<file path="src/rtl/fifo_umbral.sv">
// ============================================================================
// Module   : fifo_umbral
// Brief    : Synchronous FIFO with programmable almost-full/almost-empty
//            thresholds and a sticky overflow/underflow error flag.
//            Optional macro FIFO_ERROR_CLR_EN adds an error_clr input.
// Revision : 1.0
// ============================================================================
`default_nettype none

module fifo_umbral #(
    parameter int DATA_WIDTH = 6,
    parameter int ADDR_WIDTH = 4
) (
    input  logic                  clk,
    input  logic                  reset,
    input  logic                  carga_umbral,
    input  logic [ADDR_WIDTH-1:0] umbral_alto_in,
    input  logic [ADDR_WIDTH-1:0] umbral_bajo_in,
    input  logic                  push,
    input  logic [DATA_WIDTH-1:0] data_in,
    input  logic                  pop,
`ifdef FIFO_ERROR_CLR_EN
    input  logic                  error_clr,
`endif
    output logic [DATA_WIDTH-1:0] data_out,
    output logic                  valid_out,
    output logic                  fifo_empty,
    output logic                  fifo_full,
    output logic                  almost_full,
    output logic                  almost_empty,
    output logic                  fifo_error
);

    localparam int DEPTH = 1 << ADDR_WIDTH;
    localparam logic [ADDR_WIDTH:0] FULL_COUNT = {1'b1, {ADDR_WIDTH{1'b0}}};

    logic [DATA_WIDTH-1:0] mem [DEPTH];
    logic [ADDR_WIDTH-1:0] wr_ptr;
    logic [ADDR_WIDTH-1:0] rd_ptr;
    logic [ADDR_WIDTH:0]   count;
    logic [ADDR_WIDTH-1:0] umbral_alto;
    logic [ADDR_WIDTH-1:0] umbral_bajo;

    logic pop_ok;
    logic push_ok;
    logic err_event;

    // A push into a full FIFO is still accepted when a pop frees a slot
    // in the same cycle; a pop never sees a same-cycle push.
    assign pop_ok    = pop && (count != '0);
    assign push_ok   = push && ((count != FULL_COUNT) || pop_ok);
    assign err_event = (push && !push_ok) || (pop && !pop_ok);

    assign fifo_empty   = (count == '0);
    assign fifo_full    = (count == FULL_COUNT);
    assign almost_full  = (umbral_alto != '0) && (count >= {1'b0, umbral_alto});
    assign almost_empty = (umbral_bajo != '0) && (count <= {1'b0, umbral_bajo});

    always_ff @(posedge clk) begin
        if (push_ok) begin
            mem[wr_ptr] <= data_in;
        end
    end

    always_ff @(posedge clk or negedge reset) begin
        if (!reset) begin
            wr_ptr      <= '0;
            rd_ptr      <= '0;
            count       <= '0;
            umbral_alto <= '0;
            umbral_bajo <= '0;
            data_out    <= '0;
            valid_out   <= 1'b0;
        end else begin
            if (carga_umbral) begin
                umbral_alto <= umbral_alto_in;
                umbral_bajo <= umbral_bajo_in;
            end
            if (push_ok) begin
                wr_ptr <= wr_ptr + 1'b1;
            end
            if (pop_ok) begin
                rd_ptr   <= rd_ptr + 1'b1;
                data_out <= mem[rd_ptr];
            end
            valid_out <= pop_ok;
            case ({push_ok, pop_ok})
                2'b10:   count <= count + 1'b1;
                2'b01:   count <= count - 1'b1;
                default: count <= count;
            endcase
        end
    end

    // A fresh error in the same cycle as a clear request keeps the flag set.
    always_ff @(posedge clk or negedge reset) begin
        if (!reset) begin
            fifo_error <= 1'b0;
        end else if (err_event) begin
            fifo_error <= 1'b1;
`ifdef FIFO_ERROR_CLR_EN
        end else if (error_clr) begin
            fifo_error <= 1'b0;
`else
        end else begin
            fifo_error <= fifo_error;
`endif
        end
    end

endmodule

`default_nettype wire

</file>
<file path="config.mk">
export PLATFORM = sky130hd
export DESIGN_NAME = fifo_umbral
export DESIGN_NICKNAME = d
export VERILOG_FILES = /design/src/rtl/fifo_umbral.sv
export SDC_FILE = /design/constraint.sdc
export NUM_CORES = 1
export LEC_CHECK = 0
export ABC_AREA = 1
export CORE_AREA = 2 2 116 118
export DETAILED_ROUTE_END_ITERATION = 12
export DIE_AREA = 0 0 118 120
export DONT_BUFFER_PORTS = 1
export PLACE_DENSITY = 0.58
export SYNTH_ARGS = -nofsm -noshare
export SYNTH_HDL_FRONTEND = slang
export SYNTH_SLANG_ARGS = --single-unit
</file>
<file path="constraint.sdc">
create_clock -name clk -period 4.9 [get_ports clk]
set_clock_uncertainty 0.1 [all_clocks]
set_input_delay 0.735 -clock clk [delete_from_list [all_inputs] [get_ports clk]]
set_output_delay 0.735 -clock clk [all_outputs]
set_load 0.01 [all_outputs]
</file>
==> qor.yml <==
status:
  status: "completed"
synthesis:
  avgSynthCellArea_sq_um: 10.13
  synth_edf_count: 96
  synth.area.top_cells: "edfxtp_1 (51%), dfrtp_1 (13%), nand2_1 (12%), nand3_1 (5.9%), inv_1 (5.4%)"
  synth_fp_nets: 596
  yosysTopAreaCell: "edfxtp_1"
  synth_warnings: 0
  synth_seq_area_share_pct: 63.62
  synth_top_cell_area_share_pct: 50.83
  syn_inst: 560
  synth-async-reset-ratio_pct: 23.20
  synth_area_sq_um: 5672
  synth_cell_types: 33
  ys.flop_type: "edfxtp_1"
  ys_seq_elements: 125
global_routing:
  antenna_found_initial: 0
  grt-ovfl-total: 0
  top_usage_layer: "met2"
  met3_usage_pct: 4.420
  grt_usage_pct: 19.36
  met2_usage_pct: 31.72
  grt_pass1_vias: 3824
  grt_max_degree: 58
  grtUsageMet1_pct: 24.27
  grt_pass1_wl_um: 20530
sta:
  fin_setup_tns_ps: 0
  slew_headroom_pct: 53.69
  finalCritPeriodShare_pct: 54.59
  hold_viol_final: 0
  layout_min_cycle_time_ps: 2675
  worst_pin_slew_ps: 692.0
  setup_viol: 0
  fmax_ghz: 0.3738
  maxSlewViolCount: 0
  rsz0062_at_grt: "no"
power_and_ir_drop:
  peakVddDrop_uv: 327.8
  netSwitchingPower_w: 0.001355
  clock_power_share_pct: 33.2
  combPwrFrac_pct: 28.9
  power.density_nw_per_um2: 601.2
  internal_power_w: 0.002517
  p_seq_share_pct: 37.9
  leakage_nw: 2.815
  switching_share_pct: 35.00
routing:
  antenna_left: 0
  drc: 0
  routed_wl_um: 12740
  drt_iter0_drc: 311
  dr_total_vias: 3753
  drt_first_pass_iters: 4
  via_per_inst: 4.984
  avgRoutedWirePerCell_um: 16.92
final_layout:
  syn_to_final_growth_pct: 13.55
  insertedDiodeCount: 0
  nNetsFinal: 600
  final_cells: 753
  drive_above_1_share_pct: 7.106
critical_path:
  crit_path_max_incr_delay_ps: 470
  cp_slowest_cell: "dfrtp_1"
  endpoint_kind: "primary output"
  cp.arrival_ps: 1840
  worstPathCellList: "inv_1, ha_1, inv_1, nand2_1, a21oi_1, nor2_1, o21ai_0, a21oi_1"
  critPathLaunchType: "register"
  worst_ep_required_time_ps: 4070
  cp_max_fo: 5
  path_class: "register to primary output"
clock_tree:
  clockBufferDepth: 2
  cts.repair.resized: 0
  cts_buffers: 17
  ctsHtreeMaxLevel: 4
  clock_sinks: 125
  clk_pin_slew_worst_paths_ps: 50
  cts_root_buf: "clkbuf_16"
  clkLatencyLatePin_ps: 410
  tritoncts: "yes"
place:
  dp_cells: 720
  gp_congestion: 0.8283
  hpwl_um: 8311
  port_buffers: 0
floorplan:
  die-width_um: 118
  die-area_sq_um: 14160
  io_pins: 31
  initial_core_util_pct: 43.70
  chipHeight_um: 120
  rows: 42
  core_area_sq_um: 12980
job:
  max_cap_viol_count: 0
min_path:
  min_path_type: "input port to async pin"
-- state kept, by name, indices dropped and copies added (netlist names) --
signal,cells
fifo_error,1
data_out,6
count,5
wr_ptr,4
valid_out,1
umbral_bajo,4
mem,96
umbral_alto,4
rd_ptr,4
-- critical path: cells and delay by family, from the launching register on --
kind / cells / cell delay (ps)
simple gates: 2 / 120
compound gates: 3 / 420
buf+inv: 2 / 130
flops: 1 / 470
fa+ha+maj: 1 / 290
-- cells by family (layout without fill, tap and decap cells) --
family,after synthesis,after routing,share of synthesized area (%)
adder cells (fa/ha/maj),17,17,3.883
AND/OR/NAND/NOR,277,277,20.27
multiplexers,2,2,0.3971
buffers and inverters,102,119,7.258
XOR/XNOR,9,9,1.390
AO/OA/AOI/OAI,28,28,3.177
flip-flops,125,125,63.62
-- layout by cell type (no fill, tap or decap), types with 3 or more instances in the layout --
cell type and instances:
clkinv_1 3, xor2_1 7, o211ai_1 7, edfxtp_1 96
nand3_1 67, a21oi_1 4, nand2_1 182, nor2_1 21
clkbuf_16 17, bufinv_16 4, dfrtp_1 29, buf_4 3
clkinv_2 3, inv_1 81, clkinvlp_4 4, o21ai_0 11
ha_1 16
-- worst paths after layout --
kind / startpoint / to / slack [ps] / cells after the start
max in group asynchronous: reset / rd_ptr[0] / 4480 / 1
max reg2reg: count[1] / mem[14][4] / 2500 / 6
min reg2reg: fifo_error / fifo_error / 440 / 2
min in group clk: data_in[3] / mem[6][3] / 320 / 0
min: reset / count[0] / 40 / 1
max: count[0] / almost_full / 2220 / 8
-- power groups by stage --
stage                     logic, W  clock network [W]  registers (W)
final                      0.00112            0.00128        0.00147
after global routing       0.00128            0.00136        0.00149
after CTS                  0.00113            0.00131        0.00147
after detailed placement   0.00111                  0        0.00149
after global placement     0.00109                  0        0.00149
after floorplan           0.000877                  0        0.00143
-- per-layer routing --
metal,share of wire (%),vias up,wire length (um)
met5,0,-,0
met4,2.2,0,286
met3,4.6,18,583
met2,50,87,6390
met1,43,1816,5477
li1,-,1832,-
-- synth_stat cells (2+ instances only) --
library cell  count
a21oi_1           4
buf_2            14
clkbuf_1          2
dfrtp_1          29
edfxtp_1         96
ha_1             16
inv_1            81
mux2_2            2
nand2_1         182
nand3_1          67
nand4_1           2
nor2_1           21
o211ai_1          7
o21ai_0          11
xnor2_1           2
xor2_1            7
-- cell type report --
cell class | count | area (sq um)
Clock buffer | 19 | 432.9
Clock inverter | 13 | 172.7
Fill cell | 1194 | 6540
Inverter | 83 | 311.5
Multi-Input combinational cell | 333 | 1652
Sequential cell | 125 | 3608
Tap cell | 176 | 220.2
Timing Repair Buffer | 4 | 42.54
-- repair_timing --
action                                 CTS  global route
setup buffers                            0             0
hold buffers                             1             0
endpoints found under the hold margin   29             0
-- through the flow --
step / instance area, sq um / hold slack, ps / power [W] / util, % / setup slack (ps)
final: 6440 / 44.90 / 0.003872 / 49.61 / 2225
after global placement: 5814 / 340.0 / 0.002575 / 44.79 / 2554
after floorplan: 5672 / 339.4 / 0.002304 / - / 2785
after detailed placement: 5814 / 340.0 / 0.002600 / 44.79 / 2477
after CTS: 6440 / 32.47 / 0.003903 / 49.61 / 2174
after global routing: 6440 / 37.41 / 0.004124 / 49.61 / 2070
Note: power is estimated with default switching activity, not from simulation.
==> variant: new RTL, same flow settings <==
The option `FIFO_ERROR_CLR_EN` is turned on by a define.
--- a/src/rtl/fifo_umbral.sv
+++ b/src/rtl/fifo_umbral.sv
@@ -7,4 +7,6 @@
 // ============================================================================
 `default_nettype none
+
+`define FIFO_ERROR_CLR_EN
 
 module fifo_umbral #(
Interface: changed (added error_clr); port bits go from 31 to 32. The function was not compared with the original's and may differ.
==> variant against the original RTL <==
  * Synthesized area up 1.0%
  * Wire length down 6.0%
  * Non-clock buffer count down 1
  * Design area down 1.1%
  * Global-route usage down 1.2 points
  * Clock power down 14%
  * Total power down 5.7%
  * Worst setup slack worse by 0.0092 ns
  * Sequential cell count unchanged
  * Count of clock-buffer cells in the layout up 1
  * Hold slack worse by 0.0061 ns
  * Critical endpoint is now almost_empty
==> variant: results (changes against the original RTL) <==
worst reg2reg endpoint count[4] (was mem[14][4]); total track usage 18.1% (was 19.4%); Worst Reg-to-Reg Cells 13 (was 6); Rel. slew slack 50.1% (was 53.7%); Clock-cell share 8.10% (was 9.40%); GP Congestion 0.815 (was 0.828); clock buf count 20 (was 19); vias in the first global route 3531 (was 3824); outcome complete, no violations (unchanged); DP Worst Slack 2.57 ns (was 2.48 ns); fin crit share 54.8% (was 54.6%); maximum VDD drop 0.000221 V (was 0.000328 V); Synth area leaders edfxtp_1, dfrtp_1, nand2_1 (unchanged); invs w/o clock 81 (was 83); placed cell areas 5830 um^2 (was 5810 um^2); placed cell count 718 (was 720); DPL Wire Length 7.66 mm (was 8.31 mm); cell leakage power 2.78 nW (was 2.81 nW); synthesized instance count 559 (was 560); first-pass GRT wire length 19.2 mm (was 20.5 mm); wire length on met1 5.36 mm (was 5.48 mm); post-route cell area 6370 um^2 (was 6440 um^2); met3 wire len 434 um (was 583 um); worst skew pair latency 0.41 ns (about the same); Non-clk bufs 3 (was 4); Yosys warnings 0 (unchanged); Global Route met2 Usage 29.3% (was 31.7%); Multi-input comb cells 334 (was 333); GR Util met1 23.4% (was 24.3%); fraction of layout cells with a size suffix above 1 7.83% (was 7.11%); largest net degree at the start of global routing 58 (unchanged); count of non-filler cells in the finished layout 751 (was 753); fillers 1214 (was 1194); nets 599 (was 600); Seq/Total Area, Yosys 63.0% (was 63.6%); initial drt markers 221 (was 311); async set-reset flop share out of synthesis 23.2% (unchanged); top cells by count, synth nand2_1, edfxtp_1, inv_1 (unchanged); multi-input logic area 1680 um^2 (was 1650 um^2)
-- variant: cells by family after synthesis --
logic type | after synthesis | synth area share (%)
mux | 2 | 0.393
xor+xnor | 9 | 1.51
flops | 125 | 63.0
simple gates | 278 | 20.8
fa+ha+maj | 17 | 3.84
buf+inv | 100 | 7.64
compound gates | 28 | 2.84
-- variant: power by group --
part | internal (mW) | switching (mW) | total (mW)
registers | 1.31 | 0.142 | 1.45
logic | 0.351 | 0.745 | 1.10
clock network | 0.680 | 0.421 | 1.10
total | 2.34 | 1.31 | 3.65
-- variant: worst max path at each step --
| stage | start | end | slack [ns] | cells past startpoint |
|---|---|---|---|---|
| finish | count[1] | almost_empty | 2.22 | 6 |
| global route | count[0] | almost_full | 2.06 | 8 |
| CTS | count[0] | almost_full | 2.17 | 8 |
| detailed placement | count[1] | count[4] | 2.57 | 13 |
| global placement | rd_ptr[0] | data_out[0] | 2.64 | 10 |
| floorplan | count[1] | almost_empty | 2.75 | 6 |
